## src/rtl/univ_shift_reg_n.sv

```systemverilog
// Parametrised 194-style universal shift register with rotate, arithmetic and
// clear modes, plus a multi-step burst shift with a BUSY/DONE handshake.

module usr_bit_cell (
  input  logic [2:0] op,
  input  logic       q_cur,
  input  logic       r_in,
  input  logic       l_in,
  input  logic       d_in,
  output logic       q_nxt
);
  // r_in: value arriving from the Q[0] side, l_in: from the Q[W-1] side
  always_comb begin
    q_nxt = q_cur;
    case (op)
      3'b001, 3'b100:         q_nxt = r_in;
      3'b010, 3'b101, 3'b110: q_nxt = l_in;
      3'b011:                 q_nxt = d_in;
      3'b111:                 q_nxt = 1'b0;
      default:                q_nxt = q_cur;
    endcase
  end
endmodule

module univ_shift_reg_n #(
  parameter int WIDTH = 8,
  parameter int AMT_W = 3
) (
  input  logic             CP,
  input  logic             MR,
  input  logic             CE,
  input  logic [2:0]       S,
  input  logic [WIDTH-1:0] D,
  input  logic             DSR,
  input  logic             DSL,
  input  logic             START,
  input  logic [AMT_W-1:0] AMT,
  output logic [WIDTH-1:0] Q,
  output logic             SO_R,
  output logic             SO_L,
  output logic             BUSY,
  output logic             DONE
);
  logic [WIDTH-1:0] q_r, q_nxt;
  logic [AMT_W-1:0] cnt;
  logic [2:0]       op_lat, op_eff;
  logic             busy, done, is_shift;

  always_comb begin
    is_shift = 1'b0;
    case (S)
      3'b001, 3'b010, 3'b100, 3'b101, 3'b110: is_shift = 1'b1;
      default:                                is_shift = 1'b0;
    endcase
  end

  // During a burst the latched op drives the datapath; S is ignored
  assign op_eff = busy ? op_lat : S;

  for (genvar i = 0; i < WIDTH; i++) begin : g_bit
    logic r_in, l_in;
    if (i == 0) begin : g_r_edge
      assign r_in = (op_eff == 3'b100) ? q_r[WIDTH-1] : DSR;
    end else begin : g_r_mid
      assign r_in = q_r[i-1];
    end
    if (i == WIDTH-1) begin : g_l_edge
      assign l_in = (op_eff == 3'b101) ? q_r[0] :
                    (op_eff == 3'b110) ? q_r[WIDTH-1] : DSL;
    end else begin : g_l_mid
      assign l_in = q_r[i+1];
    end
    usr_bit_cell u_cell (
      .op   (op_eff),
      .q_cur(q_r[i]),
      .r_in (r_in),
      .l_in (l_in),
      .d_in (D[i]),
      .q_nxt(q_nxt[i])
    );
  end

  always_ff @(posedge CP) begin
    if (MR) begin
      q_r    <= '0;
      busy   <= 1'b0;
      done   <= 1'b0;
      cnt    <= '0;
      op_lat <= 3'b000;
    end else begin
      done <= 1'b0;
      if (busy) begin
        q_r <= q_nxt;
        cnt <= cnt - 1'b1;
        if (cnt == AMT_W'(1)) begin
          busy <= 1'b0;
          done <= 1'b1;
        end
      end else if (START) begin
        // Non-shift modes and zero-length bursts complete immediately
        if (is_shift && AMT != '0) begin
          op_lat <= S;
          cnt    <= AMT;
          busy   <= 1'b1;
        end else begin
          done <= 1'b1;
        end
      end else if (CE) begin
        q_r <= q_nxt;
      end
    end
  end

  assign Q    = q_r;
  assign SO_R = q_r[WIDTH-1];
  assign SO_L = q_r[0];
  assign BUSY = busy;
  assign DONE = done;
endmodule
```

## config.mk

```make
export PLATFORM = sky130hd
export DESIGN_NAME = univ_shift_reg_n
export DESIGN_NICKNAME = d
export VERILOG_FILES = /design/src/rtl/univ_shift_reg_n.sv
export SDC_FILE = /design/constraint.sdc
export NUM_CORES = 1
export LEC_CHECK = 0
export CORE_ASPECT_RATIO = 2
export CORE_MARGIN = 3
export CORE_UTILIZATION = 49
export DETAILED_ROUTE_END_ITERATION = 10
export GPL_TIMING_DRIVEN = 0
export PLACE_DENSITY = 0.8
export SYNTH_ARGS = -nofsm -noshare
export SYNTH_HDL_FRONTEND = slang
export SYNTH_SLANG_ARGS = --single-unit
```

## constraint.sdc

```tcl
create_clock -name CP -period 1.8 [get_ports CP]
set_input_delay 0.45 -clock CP [delete_from_list [all_inputs] [get_ports CP]]
set_output_delay 0.45 -clock CP [all_outputs]
set_load 0.02 [all_outputs]
```

==> insert_results.sql <==
INSERT INTO impl_metrics (metric_group, metric, value, unit) VALUES
('run_status', 'run_status', 'completed', ''),
('place', 'placedCellCount', '208', ''),
('clocking', 'cts-root-to-sink-buffers', '2', ''),
('setup_path', 'timing.critical_path.slowest_cell_delay', '480', 'ps'),
('floorplan', 'io-pin-count', '32', ''),
('clocking', 'htreeDepth', '1', ''),
('global_routing', 'grtUsageTotal', '24.3', '%'),
('cells_and_area', 'mostFrequentLayoutCells', 'clkdlybuf4s50_1, dfxtp_1, nor2_1', ''),
('setup_path', 'worst_setup_path_category', 'input pin to register', ''),
('detailed_routing', 'route.antenna.remaining_nets', '0', ''),
('detailed_routing', 'via_density_per_instance', '6.22', ''),
('cells_and_area', 'final_core_area_utilization', '70.8', '%'),
('run', 'drv_cap', '0', ''),
('global_routing', 'antenna_violations_before_repair', '0', ''),
('detailed_routing', 'wirelength_met1', '1360', 'um'),
('cells_and_area', 'finalNonFillerCells', '213', ''),
('setup_path', 'cp-endpoint', 'Q[3]$_SDFFE_PP0P_', ''),
('cells_and_area', 'final_layout_size_suffix_gt1_share', '19.9', '%'),
('cells_and_area', 'flow.area_growth_from_synthesis', '35.2', '%'),
('setup_path', 'cpMaxStageDelayCell', 'clkdlybuf4s50_1', ''),
('floorplan', 'initial_core_util', '52.4', '%'),
('place', 'dp.final_hpwl', '2840', 'um'),
('synthesis', 'ys_dominant_reg_cell', 'dfxtp_1', ''),
('detailed_routing', 'drt_iter0_drc', '26', ''),
('setup_path', 'reg2reg_depth', '8', ''),
('sta', 'timing.final.ws_setup', '43.4', 'ps'),
('place', 'gp_congestion', '0.917', ''),
('setup_path', 'crit_fanout', '7', ''),
('global_routing', 'grt_first_pass_wirelength', '6430', 'um'),
('synthesis', 'yosysWarningCount', '0', ''),
('place', 'placed_cell_area', '1620', 'um2'),
('synthesis', 'yosys.cell_types.count', '44', ''),
('pwr', 'power.density_cell_area', '722', 'nW/um2'),
('detailed_routing', 'wirelength_per_cell', '17.6', 'um'),
('global_routing', 'first_global_vias', '1402', ''),
('detailed_routing', 'routed-wl-met3', '155', 'um'),
('detailed_routing', 'detail_route.first_pass.iterations', '4', ''),
('setup_path', 'setup.worst_path.start', 'START', ''),
('cells_and_area', 'layout.cells.most_common', 'clkdlybuf4s50_1', ''),
('floorplan', 'die-area', '3290', 'um2'),
('cells_and_area', 'final_design_area_no_fill', '1730', 'um2'),
('sta', 'tightestPinTransition', '471', 'ps'),
('worst_hold_path', 'timing.hold.worst.class', 'register to register', ''),
('synthesis', 'syn-instance-count', '150', ''),
('setup_path', 'setup.worst_path.end_class', 'register', ''),
('synthesis', 'yosys_register_bits', '16', ''),
('detailed_routing', 'dr.max_layer_used', 'met4', ''),
('sta', 'final-hold-violation-count', '0', ''),
('global_routing', 'globalRouteOverflowTotal', '0', ''),
('setup_path', 'critical_path_start_type', 'input pin', ''),
('detailed_routing', 'met2RoutedLength', '2100', 'um'),
('setup_path', 'regToRegEndpoint', 'Q[3]$_SDFFE_PP0P_', ''),
('setup_path', 'required', '1960', 'ps'),
('setup_path', 'reg_to_reg_slack_setup', '80', 'ps'),
('place', 'io_buffer_count', '31', ''),
('cells_and_area', 'num_antenna_cells', '0', ''),
('pwr', 'cellLeakagePower', '0.707', 'nW'),
('sta', 'min_period', '1760', 'ps'),
('clocking', 'cts_tree', 'built', ''),
('global_routing', 'grt_start_max_net_pins', '11', ''),
('pwr', 'vdd.ir_drop.worst', '517', 'uV'),
('synthesis', 'seq_area_frac_synth', '25.1', '%'),
('clocking', 'tritoncts.num_buffers', '3', ''),
('clocking', 'clock_sinks', '16', ''),
('detailed_routing', 'vias', '1325', ''),
('floorplan', 'fp.dieH', '78.2', 'um'),
('sta', 'timing.final.setup_violations', '0', ''),
('sta', 'max-slew-margin-rel', '68.6', '%'),
('synthesis', 'synth-async-reset-ratio', '0', '%'),
('synthesis', 'synth_enable_flop_cells', '0', ''),
('synthesis', 'synth_area_per_cell', '8.52', 'um2');
-- per-layer routing --
metal | vias to the layer above | global-route usage [%]
li1 | 632 | -
met1 | 629 | 24.7
met2 | 52 | 45.7
met3 | 12 | 2.75
met4 | 0 | 14.0
met5 | - | 0
-- critical path, delay by kind of cell --
family          cells  cell delay (ps)
buf+inv             1              480
compound gates      2              670
simple gates        2              310
-- worst min path at each step --
stage	slack, ps	to	from	depth (start not counted)
CTS	520	cnt[0]$_SDFFE_PP0P_	cnt[0]$_SDFFE_PP0P_	1
global placement	490	cnt[2]$_SDFFE_PP0P_	cnt[2]$_SDFFE_PP0P_	2
floorplan	470	cnt[0]$_SDFFE_PP0P_	cnt[0]$_SDFFE_PP0P_	1
detailed placement	500	cnt[0]$_SDFFE_PP0P_	cnt[0]$_SDFFE_PP0P_	1
finish	510	cnt[0]$_SDFFE_PP0P_	cnt[0]$_SDFFE_PP0P_	1
global route	550	cnt[0]$_SDFFE_PP0P_	cnt[0]$_SDFFE_PP0P_	1
-- sequential cells by signal, indices dropped and copies added, names as in the netlist --
name,flops
cnt,3
op_lat,3
BUSY,1
Q,8
DONE,1
-- report_power, final --
group	internal (mW)	switching [mW]	total, mW
registers	0.391	0.0434	0.435
clock network	0.194	0.128	0.322
logic	0.242	0.248	0.490
-- per-stage QoR --
step	hold WS [ps]	power (mW)
floorplan	471	0.746
global placement	485	0.905
detailed placement	499	0.917
CTS	518	1.23
global route	546	1.32
finish	512	1.25
-- cells in the mapped netlist (4+ instances only) --
| master | number | share of area [%] |
|---|---|---|
| a21oi_1 | 8 | 3.1 |
| a211oi_1 | 8 | 4.7 |
| inv_1 | 5 | 1.5 |
| nand2b_1 | 8 | 3.9 |
| o32ai_1 | 4 | 2.7 |
| o21ai_0 | 4 | 1.6 |
| dfxtp_1 | 16 | 25 |
| buf_4 | 8 | 4.7 |
| nor3_1 | 4 | 1.6 |
| nand2_1 | 5 | 1.5 |
| o211ai_1 | 4 | 2.4 |
| nand3_1 | 6 | 2.4 |
| nor2b_1 | 4 | 2.0 |
| nor2_1 | 12 | 3.5 |
-- logic make-up (layout without fill, tap and decap cells) --
group | after synthesis | after routing | share of synthesized area (%)
fa+ha+maj | 2 | 2 | 1.96
buf+inv | 21 | 57 | 11.8
mux | 9 | 9 | 10.3
simple gates | 51 | 51 | 21.5
xor+xnor | 1 | 1 | 0.686
flops | 16 | 16 | 25.1
compound gates | 50 | 50 | 28.7
-- what timing repair did --
action	in CTS	in global routing
endpoints found under the hold margin	0	0
hold buffers	0	0
gates resized for setup	15	12
buffers inserted	0	2
endpoints found under the setup margin	22	12
cloned	0	0
pin swaps	0	1
-- cell type report --
class	count	area (um2)
sequential	16	325
inverter	5	18.8
buffer	15	130
multi-input combinational	113	842
fill	227	713
clock buffer	4	55.1
tap	27	33.8
timing repair buffer	33	322
Power figures use the tool's default switching activity.
